### src/rtl/uart_cmd_pkg.sv
// Shared types and widths for the UART command assembler.
package uart_cmd_pkg;

    typedef enum logic {IDLE, HIGH} asm_state_t;

    localparam int CMD_W  = 16;
    localparam int BYTE_W = 8;

endpackage

### src/rtl/cmd_timeout_cnt.sv
// Inter-byte timer: counts cycles spent waiting for the low byte and flags the last allowed cycle.
module cmd_timeout_cnt #(
    parameter int LIMIT = 52080
) (
    input  logic i_clk,
    input  logic i_rst,
    input  logic i_clr,
    input  logic i_en,
    output logic o_limit
);

    localparam int CW = (LIMIT > 1) ? $clog2(LIMIT) : 1;
    localparam logic [CW-1:0] LAST = CW'(LIMIT - 1);

    logic [CW-1:0] r_cnt;

    // Clear wins over enable so a fresh high byte always starts from zero.
    always_ff @(posedge i_clk) begin
        if (i_rst || i_clr) begin
            r_cnt <= '0;
        end else if (i_en) begin
            r_cnt <= r_cnt + 1'b1;
        end
    end

    assign o_limit = (r_cnt == LAST);

endmodule

### src/rtl/uart_cmd_assembler.sv
// Frames two consecutive UART bytes (high, then low) into a 16-bit command with
// inter-byte timeout and overrun detection.
module uart_cmd_assembler
    import uart_cmd_pkg::*;
#(
    parameter int TIMEOUT_CYCLES = 52080
) (
    input  logic              i_clk,
    input  logic              i_rst,
    input  logic              i_rx_rdy,
    input  logic [BYTE_W-1:0] i_rx_data,
    output logic              o_clr_rx_rdy,
    output logic [CMD_W-1:0]  o_cmd,
    output logic              o_cmd_rdy,
    input  logic              i_clr_cmd_rdy,
    output logic              o_busy,
    output logic              o_timeout_err,
    output logic              o_overrun
);

    asm_state_t        r_state;
    asm_state_t        w_next;
    logic [BYTE_W-1:0] r_hi_byte;
    logic [CMD_W-1:0]  r_cmd;
    logic              r_cmd_rdy;
    logic              r_timeout_err;
    logic              r_overrun;

    logic w_load_hi;
    logic w_complete;
    logic w_timeout;
    logic w_limit;
    logic w_tmr_clr;
    logic w_tmr_en;

    always_ff @(posedge i_clk) begin
        if (i_rst) begin
            r_state <= IDLE;
        end else begin
            r_state <= w_next;
        end
    end

    // A byte arriving on the last allowed cycle beats the timeout.
    always_comb begin
        w_next     = r_state;
        w_load_hi  = 1'b0;
        w_complete = 1'b0;
        w_timeout  = 1'b0;
        case (r_state)
            IDLE: begin
                if (i_rx_rdy) begin
                    w_load_hi = 1'b1;
                    w_next    = HIGH;
                end
            end
            HIGH: begin
                if (i_rx_rdy) begin
                    w_complete = 1'b1;
                    w_next     = IDLE;
                end else if (w_limit) begin
                    w_timeout = 1'b1;
                    w_next    = IDLE;
                end
            end
            default: w_next = IDLE;
        endcase
    end

    assign w_tmr_clr = (r_state == IDLE) || w_complete || w_timeout;
    assign w_tmr_en  = (r_state == HIGH);

    cmd_timeout_cnt #(
        .LIMIT (TIMEOUT_CYCLES)
    ) u_tmr (
        .i_clk   (i_clk),
        .i_rst   (i_rst),
        .i_clr   (w_tmr_clr),
        .i_en    (w_tmr_en),
        .o_limit (w_limit)
    );

    always_ff @(posedge i_clk) begin
        if (i_rst) begin
            r_hi_byte     <= '0;
            r_cmd         <= '0;
            r_cmd_rdy     <= 1'b0;
            r_timeout_err <= 1'b0;
            r_overrun     <= 1'b0;
        end else begin
            r_timeout_err <= w_timeout;
            r_overrun     <= w_complete && r_cmd_rdy && !i_clr_cmd_rdy;
            if (w_load_hi) begin
                r_hi_byte <= i_rx_data;
            end
            // Completion outranks the consumer's acknowledge.
            if (w_complete) begin
                r_cmd     <= {r_hi_byte, i_rx_data};
                r_cmd_rdy <= 1'b1;
            end else if (i_clr_cmd_rdy) begin
                r_cmd_rdy <= 1'b0;
            end
        end
    end

    // Every rx_rdy cycle is consumed in either state.
    assign o_clr_rx_rdy  = i_rx_rdy && !i_rst;
    assign o_cmd         = r_cmd;
    assign o_cmd_rdy     = r_cmd_rdy;
    assign o_busy        = (r_state == HIGH);
    assign o_timeout_err = r_timeout_err;
    assign o_overrun     = r_overrun;

endmodule

### config.mk
export PLATFORM = sky130hd
export DESIGN_NAME = uart_cmd_assembler
export DESIGN_NICKNAME = d
export VERILOG_FILES = /design/src/rtl/uart_cmd_pkg.sv /design/src/rtl/cmd_timeout_cnt.sv /design/src/rtl/uart_cmd_assembler.sv
export SDC_FILE = /design/constraint.sdc
export NUM_CORES = 1
export LEC_CHECK = 0
export ABC_AREA = 0
export CAP_MARGIN = 40
export CORE_UTILIZATION = 50
export CTS_BUF_LIST = sky130_fd_sc_hd__clkbuf_4
export DETAILED_ROUTE_END_ITERATION = 10
export DONT_BUFFER_PORTS = 1
export SLEW_MARGIN = 0
export SYNTH_ARGS = -nofsm -noshare
export SYNTH_HDL_FRONTEND = slang
export SYNTH_SLANG_ARGS = --single-unit
### constraint.sdc
create_clock -name i_clk -period 1.95 [get_ports i_clk]
set_input_delay 0.2925 -clock i_clk [delete_from_list [all_inputs] [get_ports i_clk]]
set_output_delay 0.2925 -clock i_clk [all_outputs]
set_load 0.01 [all_outputs]
==> impl_metrics.tcl <==
set metrics [dict create \
    status "complete, no violations" \
    cts_tree "done" \
    crit_arrival_ns 2.09 \
    path_depth 4 \
    portBuffers 0 \
    synth_top_family_by_area "simple AND/OR/NAND/NOR gates" \
    crit_required_ns 2.19 \
    netlist_instances 202 \
    clock-root-buffer "clkbuf_4" \
    pre_cts_slack_ns 0.0417 \
    regToRegStartpoint "u_tmr.r_cnt[4]" \
    die_area_mm2 0.00364 \
    grt_pass1_vias 1258 \
    hold_depth 1 \
    routed_wl_mm 3.56 \
    synth_top_cell_by_area "dfxtp_1" \
    fin_ws_ns 0.105 \
    slowest_delay_ns 0.60 \
    synth_nets 215 \
    coreArea_mm2 0.00313 \
    synth_fa_ha_area_share_pct 0.736 \
    holdWs_ns 0.0720 \
    drt-vias-per-instance 5.41 \
    netlist_area_mm2 0.00170 \
    row_count 20 \
    numCtsBuffers 5 \
    grt_pass1_wl_mm 5.73 \
    die_x_um 60.3 \
    path_cells "or4b_1 -> or4_4 -> nand3_2 -> nor2_1" \
    regArea_um2 881 \
    final_cell_mix "nand2_1, dfxtp_1, a21oi_1, nor2_1, xnor2_1" \
    critPathKind "flip-flop to flip-flop" \
    area_growth_pct 9.57 \
    crit_family "simple AND/OR/NAND/NOR gates" \
    fill_cells 314 \
    drv_cap 0 \
    dp_hpwl_mm 2.33 \
    utilization_pct 59.6 \
    synth_area_per_cell_um2 8.42 \
    cp-end-kind "flip-flop" \
    skew_ns 0.00581 \
    gr-total-overflow 0 \
    wl_per_cell_um 14.0 \
    grt.total_usage_pct 21.5 \
    synth_xor_area_share_pct 6.70 \
    period_minus_slack_ns 1.84 \
    cts.sinks 44 \
    grt_setup_unrepaired "false" \
    cp_max_fo 8 \
    fin_crit_sh_pct 94.6 \
    crit_buf_inv 0 \
    ir_drop_v 0.000437 \
    synth_compound_area_share_pct 8.24 \
    start_util_pct 54.4 \
    synth_ff_type "dfxtp_1" \
    ys_seq_area_share_pct 51.8 \
    synth.distinct_cells 27 \
    fmax_mhz 542 \
    startpoint_type "flip-flop" \
    worstSkewPairLatency_ns 0.34 \
    cts.htree.levels 2 \
    synth_edf_count 0 \
    cts_buffer_depth 2 \
    io_pins 33 \
    final_common_cell "nand2_1" \
    tightest_slew_ns 0.645 \
    final_net_count 223 \
    maxSlewHeadroom_pct 56.9 \
    synthMuxAreaShare_pct 0 \
    yosysWarnings 0 \
    antenna_found_initial 0 \
    min-delay-path-class "input pin to flip-flop" \
    setup_violations 0 \
    layout-drive-gt1-share_pct 9.48 \
    place_congestion 0.799 \
    synth-seq-cells 44 \
    remaining_drc_errors 0 \
    vias 1380 \
    crit_start "u_tmr.r_cnt[4]" \
    p_leak_nw 0.598 \
    grt_max_degree 19 \
    cts_setup_buffers 0 \
    first_iter_violations 49 \
    setup_tns_ns 0 \
    path_clk_slew_ns 0.12 \
    worst-r2r-cell-count 4 \
    first_pass_iters 4 \
    cp_slowest_cell "or4_4" \
    hold_viol_final 0 \
    antenna_left 0 \
    min_from "i_rst" \
    multi_input_area_um2 772 \
    async_flop_share_pct 0 \
    fp.dieH_um 60.3 \
    diodes 0 \
    synth.area.top_cells "dfxtp_1, nand2_1, a21oi_1" \
    slew_viol_final 0 \
    yosysTopAreaCellShare_pct 51.8 \
    synthSimpleGateAreaFrac_pct 29.1 \
    power_density_mw_per_mm2 783 \
]
-- stage by stage --
stage / instances / power [mW] / instance area, um2
2_1_floorplan: 202 / 1.02 / 1700
3_3_place_gp: 241 / 1.02 / 1750
3_5_place_dp: 241 / 1.03 / 1750
4_1_cts: 253 / 1.46 / 1840
5_1_grt: 255 / 1.53 / 1860
6_report: 255 / 1.46 / 1860
-- worst reg2reg max path, delay by kind of cell, from the launching register on --
family           cells  cell delay, ns
and+or+nand+nor      4            1.39
DFF                  1            0.36
-- synth_stat cells (all sizes together), types with 3 or more instances --
master	n
xnor2	9
nand4	8
dfxtp	44
nor4	3
xor2	4
buf	3
nand2	54
clkbuf	8
nor3	4
nor2	19
nand3	5
a21oi	26
-- layout make-up --
| cell class | count | area share (%) |
|---|---|---|
| clock buffers | 7 | 2.82 |
| repair buffers | 11 | 5.10 |
| well taps | 44 | 2.95 |
| flip-flops and latches | 44 | 47.3 |
| inverters | 1 | 0.201 |
| clock inverters | 1 | 0.201 |
| multi-input cells | 147 | 41.4 |
-- sequential cells by signal (all words and copies together), names as in the netlist --
name           count
o_busy             1
o_overrun          1
u_tmr.r_cnt       16
o_timeout_err      1
o_cmd_rdy          1
o_cmd             16
r_hi_byte          8
-- final timing paths --
check | endpoint | slack (ns)
worst max-delay path | u_tmr.r_cnt[14] | 0.11
worst min-delay path | o_busy | 0.07
worst max register to register | u_tmr.r_cnt[14] | 0.11
worst min register to register | r_hi_byte[1] | 0.46
-- metal layers --
| layer | track usage, % | vias to the layer above | share of wire, % |
|---|---|---|---|
| met3 | 7.58 | 2 | 8.5 |
| met1 | 32.3 | 641 | 51 |
| met2 | 28.7 | 47 | 40 |
| li1 | - | 690 | - |
| met5 | 0 | - | 0 |
| met4 | 5.98 | 0 | 0.11 |
-- cell families after synthesis --
family / after synthesis
AND/OR/NAND/NOR: 104
buffers and inverters: 12
adder cells (fa/ha/maj): 1
AO/OA/AOI/OAI: 28
XOR/XNOR: 13
flip-flops: 44
-- report_power, final --
| group | switching, mW | leakage [nW] | total (mW) | internal, mW |
|---|---|---|---|---|
| sequential | 0.0171 | 0.357 | 0.939 | 0.921 |
| clock | 0.268 | 0.0338 | 0.435 | 0.167 |
| combinational | 0.0574 | 0.208 | 0.0859 | 0.0285 |
| total | 0.342 | 0.598 | 1.46 | 1.12 |
-- repair_timing --
action / CTS / global route
resized for setup: 0 / 0
setup endpoints to repair: 0 / 1
hold endpoints to repair: 15 / 5
hold buffers: 4 / 1
(Power assumes the default switching activity.)
